`src/rtl/tetris_pkg.sv`:
```
// Shared types and constants for the tetromino piece queue.
//   piece_t        : 3-bit tetromino IDs (I..L) plus the NONE marker (7)
//   PIECE_COUNT    : number of real tetrominoes (7)
//   PIECE_NONE     : empty-slot / no-history marker
//   queue_state_t  : IDLE / FILL / READY states of the queue controller
package tetris_pkg;

    typedef enum logic [2:0] {
        P_I    = 3'd0,
        P_O    = 3'd1,
        P_T    = 3'd2,
        P_S    = 3'd3,
        P_Z    = 3'd4,
        P_J    = 3'd5,
        P_L    = 3'd6,
        P_NONE = 3'd7
    } piece_t;

    localparam int         PIECE_COUNT = 7;
    localparam logic [2:0] PIECE_NONE  = 3'd7;

    typedef enum logic [1:0] {
        IDLE  = 2'd0,
        FILL  = 2'd1,
        READY = 2'd2
    } queue_state_t;

endpackage

```
`src/rtl/piece_roll.sv`:
```
// NES-style piece generator, purely combinational.
//   random_state : 32-bit RNG word; bits [2:0] are the roll, [10:8] the reroll seed
//   last_gen     : last generated piece (PIECE_NONE when there is no history)
//   piece        : generated piece ID, always 0..6
// A roll of 7 or a repeat of last_gen is rerolled once to (r2 + prev) mod 7;
// the reroll is final even if it repeats the previous piece.
module piece_roll
    import tetris_pkg::*;
(
    input  logic [31:0] random_state,
    input  logic [2:0]  last_gen,
    output logic [2:0]  piece
);

    logic [2:0] w_roll;
    logic [2:0] w_r2;
    logic [2:0] w_prev;
    logic [3:0] w_sum;
    logic [3:0] w_mod;
    logic       w_reroll;
    logic       w_unused;

    assign w_roll   = random_state[2:0];
    assign w_r2     = random_state[10:8];
    // With no history the reroll offset is zero.
    assign w_prev   = (last_gen == PIECE_NONE) ? 3'd0 : last_gen;
    // Sum is at most 7 + 6 = 13, so a single conditional subtract is a full mod 7.
    assign w_sum    = {1'b0, w_r2} + {1'b0, w_prev};
    assign w_mod    = (w_sum >= 4'(PIECE_COUNT)) ? (w_sum - 4'(PIECE_COUNT)) : w_sum;
    assign w_reroll = (w_roll == PIECE_NONE) || (w_roll == last_gen);
    assign piece    = w_reroll ? w_mod[2:0] : w_roll;

    assign w_unused = ^{random_state[31:11], random_state[7:3]};

endmodule

```
`src/rtl/piece_queue.sv`:
```
// Tetromino preview queue fed by the hardware RNG.
//   clk          : system clock
//   reset        : synchronous active-high reset
//   random_state : fresh RNG word each cycle
//   start        : pulse; flush the queue and refill it (wins over piece_req)
//   piece_req    : consume the head piece (honoured only while piece_valid)
//   piece_valid  : head piece is valid (state READY)
//   piece_out    : head piece ID (entry 0)
//   preview      : whole queue, entry i at bits [3i+2:3i], entry 0 is the head
//   busy         : high while the queue is being filled
//   piece_stats  : (only with PIECE_STATS_EN) seven saturating 16-bit pop
//                  counters, counter k at bits [16k+15:16k]
// Optional feature macro: PIECE_STATS_EN.
// All outputs decode registered state; piece_req never reaches piece_out
// combinationally.
module piece_queue
    import tetris_pkg::*;
#(
    parameter int QUEUE_DEPTH = 4
)
(
    input  logic                     clk,
    input  logic                     reset,
    input  logic [31:0]              random_state,
    input  logic                     start,
    input  logic                     piece_req,
    output logic                     piece_valid,
    output logic [2:0]               piece_out,
    output logic [3*QUEUE_DEPTH-1:0] preview,
    output logic                     busy
`ifdef PIECE_STATS_EN
    ,
    output logic [7*16-1:0]          piece_stats
`endif
);

    localparam int IDX_W = (QUEUE_DEPTH > 1) ? $clog2(QUEUE_DEPTH) : 1;

    queue_state_t             r_state;
    queue_state_t             w_state_next;
    logic [IDX_W-1:0]         r_wr_idx;
    logic [2:0]               r_last_gen;
    logic [3*QUEUE_DEPTH-1:0] w_entries;
    logic [2:0]               w_gen;
    logic                     w_fill_wr;
    logic                     w_pop;
    logic                     w_fill_last;

    piece_roll u_roll (
        .random_state (random_state),
        .last_gen     (r_last_gen),
        .piece        (w_gen)
    );

    // start overrides any write or pop in the same cycle.
    assign w_fill_wr   = (r_state == FILL) && !start;
    assign w_pop       = (r_state == READY) && piece_req && !start;
    assign w_fill_last = (r_wr_idx == IDX_W'(QUEUE_DEPTH - 1));

    always_ff @(posedge clk) begin
        if (reset) begin
            r_state <= IDLE;
        end else begin
            r_state <= w_state_next;
        end
    end

    always_comb begin
        w_state_next = r_state;
        if (start) begin
            w_state_next = FILL;
        end else begin
            case (r_state)
                FILL:    if (w_fill_last) w_state_next = READY;
                default: w_state_next = r_state;
            endcase
        end
    end

    always_ff @(posedge clk) begin
        if (reset || start) begin
            r_wr_idx   <= '0;
            r_last_gen <= PIECE_NONE;
        end else begin
            if (w_fill_wr) begin
                r_wr_idx <= r_wr_idx + 1'b1;
            end
            if (w_fill_wr || w_pop) begin
                r_last_gen <= w_gen;
            end
        end
    end

    // Queue entries: written in order during FILL, shifted toward the head
    // on a pop with the tail refilled from the generator.
    generate
        for (genvar gi = 0; gi < QUEUE_DEPTH; gi++) begin : g_entry
            logic [2:0] r_entry;
            logic [2:0] w_shift_in;

            if (gi == QUEUE_DEPTH - 1) begin : g_tail
                assign w_shift_in = w_gen;
            end else begin : g_body
                assign w_shift_in = w_entries[3*(gi+1) +: 3];
            end

            always_ff @(posedge clk) begin
                if (reset || start) begin
                    r_entry <= PIECE_NONE;
                end else if (w_fill_wr && (r_wr_idx == IDX_W'(gi))) begin
                    r_entry <= w_gen;
                end else if (w_pop) begin
                    r_entry <= w_shift_in;
                end
            end

            assign w_entries[3*gi +: 3] = r_entry;
        end
    endgenerate

    assign preview     = w_entries;
    assign piece_out   = w_entries[2:0];
    assign piece_valid = (r_state == READY);
    assign busy        = (r_state == FILL);

`ifdef PIECE_STATS_EN
    generate
        for (genvar gi = 0; gi < PIECE_COUNT; gi++) begin : g_stat
            logic [15:0] r_count;

            always_ff @(posedge clk) begin
                if (reset || start) begin
                    r_count <= '0;
                end else if (w_pop && (w_entries[2:0] == 3'(gi)) && (r_count != 16'hFFFF)) begin
                    r_count <= r_count + 16'd1;
                end
            end

            assign piece_stats[16*gi +: 16] = r_count;
        end
    endgenerate
`endif

endmodule
```
`config.mk`:
```
export PLATFORM = sky130hd
export DESIGN_NAME = piece_queue
export DESIGN_NICKNAME = d
export VERILOG_FILES = /design/src/rtl/tetris_pkg.sv /design/src/rtl/piece_roll.sv /design/src/rtl/piece_queue.sv
export SDC_FILE = /design/constraint.sdc
export NUM_CORES = 1
export LEC_CHECK = 0
export ABC_AREA = 0
export BUFFER_PORTS_ARGS = -buffer_cell sky130_fd_sc_hd__buf_2
export CELL_PAD_IN_SITES_DETAIL_PLACEMENT = 1
export CELL_PAD_IN_SITES_GLOBAL_PLACEMENT = 1
export CORE_MARGIN = 2
export CORE_UTILIZATION = 35
export DETAILED_ROUTE_END_ITERATION = 10
export GPL_ROUTABILITY_DRIVEN = 0
export PLACE_DENSITY_LB_ADDON = 0.1
export SLEW_MARGIN = 25
export SYNTH_ARGS = -nofsm -noshare
export SYNTH_HDL_FRONTEND = slang
export SYNTH_SLANG_ARGS = --single-unit
export TNS_END_PERCENT = 1
```
`constraint.sdc`:
```
create_clock -name clk -period 3.18 [get_ports clk]
set_clock_uncertainty 0.2 [all_clocks]
set_input_delay 0.159 -clock clk [delete_from_list [all_inputs] [get_ports clk]]
set_output_delay 0.159 -clock clk [all_outputs]
set_load 0.01 [all_outputs]
```
==> results.json <==
{
  "status": "finished clean",
  "power_mw": 0.523,
  "cts_buffers": 3,
  "synth_flop_cell": "dfxtp_1",
  "grt_overflow": 0,
  "pwr_density_cell_nw_per_um2": 329,
  "htree_levels": 1,
  "finalCritPeriodShare": 0.893,
  "grt_max_degree": 15,
  "post_cts_buffers": 0,
  "io_buffers": 26,
  "finalCriticalPeriod_ns": 2.84,
  "clk_latency_ns": 0.26,
  "cpPeakStageDelay_ns": 0.47,
  "tightest_slew_ns": 1.04,
  "drive_gt1_frac": 0.266,
  "worstSetupPathType": "reg2reg",
  "cts_tree": "built",
  "layout_common_cells": "buf_2, dfxtp_1, nand2_1",
  "final_cells": 232,
  "start_kind": "flip-flop",
  "synthArstFlopShare": 0,
  "antenna_left": 0,
  "max_cap_violations": 0,
  "peakVddDrop_mv": 0.189,
  "fill_cells": 468,
  "cts.root.buffer_cell": "clkbuf_8",
  "arrival_ns": 2.82,
  "rsz0062_at_grt": "no",
  "grt_pass1_vias": 1237,
  "report.final.slew_viol_count": 0,
  "placeableCoreArea_um2": 3720,
  "synth_top_area_frac": 0.278,
  "ys_seq_area_frac": 0.278,
  "clock_path_buffers": 2,
  "synthTopCellsByArea": "dfxtp_1, ha_1, nand2_1",
  "io_pins": 53,
  "drc": 0,
  "n_antenna_cell": 0,
  "hold_viol": 0,
  "totalWireLength_mm": 3.57,
  "p_leak_nw": 0.631,
  "hp-class": "in2reg",
  "chipHeight_um": 66.6,
  "via_count": 1263,
  "clkTransAtPathRegs_ns": 0.07,
  "end_kind": "flip-flop",
  "wl_per_cell_um": 15.4,
  "final_common_cell": "buf_2",
  "synthDistinctLibCells": 43,
  "grt_use_total": 0.173,
  "crit_buf_inv": 3,
  "drt_iter0_drc": 65,
  "slew_headroom": 0.306,
  "via_per_inst": 5.44,
  "dieArea_um2": 4430,
  "grt_antenna_before_repair": 0,
  "syn_inst": 162,
  "cp_top_family": "adder cells",
  "yosys.area.top_type": "dfxtp_1",
  "setup_tns_ns": 0,
  "start_util": 0.369,
  "num_rows": 22,
  "cts_num_sinks": 19,
  "ys_seq_elements": 19,
  "grt_pass1_wl_mm": 5.80,
  "ys_warn_count": 0,
  "dieWidth_um": 66.6,
  "dp.cells": 226,
  "crit_chain": "a21boi_1, ha_1, inv_1, fa_1, inv_1, ha_1, a221oi_2, buf_4, xnor2_1, a211oi_1, nor3_1",
  "worstPathRequired_ns": 3.16,
  "fmax_mhz": 352,
  "areaGrowthSynthToFinish_pct": 16.2,
  "netlist_area_um2": 1370,
  "crit_slowest_cell": "fa_1",
  "syn-num-nets": 207,
  "setup_viol": 0,
  "synth_edf_count": 0,
  "post-dp-hpwl_mm": 2.65,
  "layout.nets": 230,
  "crit_fanout": 4,
  "drtPass1Iterations": 4,
  "synth.avg_cell_area_um2": 8.46
}
-- final cells by class --
cell class / instances / area, um2 / share of cell area
multi-input combinational: 121 / 895 / 0.562
sequential: 19 / 380 / 0.239
timing repair buffer: 32 / 180 / 0.113
tap: 48 / 60.1 / 0.0377
clock buffer: 3 / 41.3 / 0.0259
inverter: 8 / 30.0 / 0.0189
clock inverter: 1 / 5.00 / 0.00314
-- layer usage --
metal	GRT usage	share of wire	vias to the layer above
met5	0	0	-
met4	0.0383	0.0070	0
met3	0.0405	0.033	5
met2	0.301	0.50	24
met1	0.215	0.46	616
li1	-	-	618
-- power by group --
part | internal [mW] | total (mW) | switching [mW]
logic | 0.0413 | 0.105 | 0.0640
clock network | 0.0873 | 0.172 | 0.0850
registers | 0.242 | 0.245 | 0.00361
total | 0.370 | 0.523 | 0.153
-- what timing repair did --
| item | in CTS | in global routing |
|---|---|---|
| resized for setup | 0 | 3 |
| hold endpoints to repair | 1 | 0 |
| hold buffers | 2 | 0 |
| endpoints found under the setup margin | 0 | 7 |
-- worst register-to-register path: stages (launching register included) --
cell,delay (ns)
dfxtp_1,0.34
a21boi_1,0.19
ha_1,0.19
inv_1,0.06
fa_1,0.47
inv_1,0.08
ha_1,0.25
a221oi_2,0.28
buf_4,0.18
xnor2_1,0.21
a211oi_1,0.09
nor3_1,0.23
-- registers in the layout, indices dropped and copies added, names as in the netlist --
name	flops
r_state	2
g_entry.w_shift_in	9
piece_out	3
r_wr_idx	2
r_last_gen	3
-- cells by family after synthesis --
family	count (synthesis)	share of synthesized area
DFF	19	0.278
and+or+nand+nor	56	0.211
muxes	9	0.0685
buffers and inverters	22	0.0822
AOI/OAI and AO/OA	40	0.228
adders and majority gates	9	0.0877
xor gates and xnor gates	7	0.0447
-- Yosys cell counts (2+ instances only) --
cell / count
mux2i_1: 6
a21o_1: 2
nor2b_1: 3
o221ai_1: 6
buf_6: 2
a211oi_1: 3
clkbuf_1: 6
mux2_2: 3
a21boi_0: 2
and2_1: 3
ha_1: 8
buf_2: 3
or2_2: 2
xnor2_1: 3
nor2_1: 11
nand2_1: 18
inv_1: 8
nor3_1: 8
xor2_1: 4
o31ai_1: 2
and4_2: 3
a21oi_1: 12
buf_4: 3
o21ai_1: 4
dfxtp_1: 19
-- metrics by stage --
| step | setup slack (ns) | hold slack [ns] | utilization | cell area, um2 |
|---|---|---|---|---|
| after floorplan | 0.305 | 0.0314 | - | 1370 |
| after global placement | 0.248 | 0.141 | 0.406 | 1510 |
| after detailed placement | 0.164 | 0.154 | 0.406 | 1510 |
| after CTS | 0.154 | 0.129 | 0.424 | 1570 |
| after global routing | 0.0715 | 0.171 | 0.428 | 1590 |
| final | 0.339 | 0.135 | 0.428 | 1590 |
-- path summary, 6_finish.rpt --
path	from	endpoint	slack, ns	cells after the start
worst min-delay path	start	piece_out[1]	0.13	3
worst max register to register	r_last_gen[0]	piece_out[0]	0.34	11
worst max-delay path	r_last_gen[0]	piece_out[0]	0.34	11
worst min register to register	g_entry[2].w_shift_in[2]	g_entry[2].w_shift_in[2]	0.32	2
(Power assumes the default switching activity.)
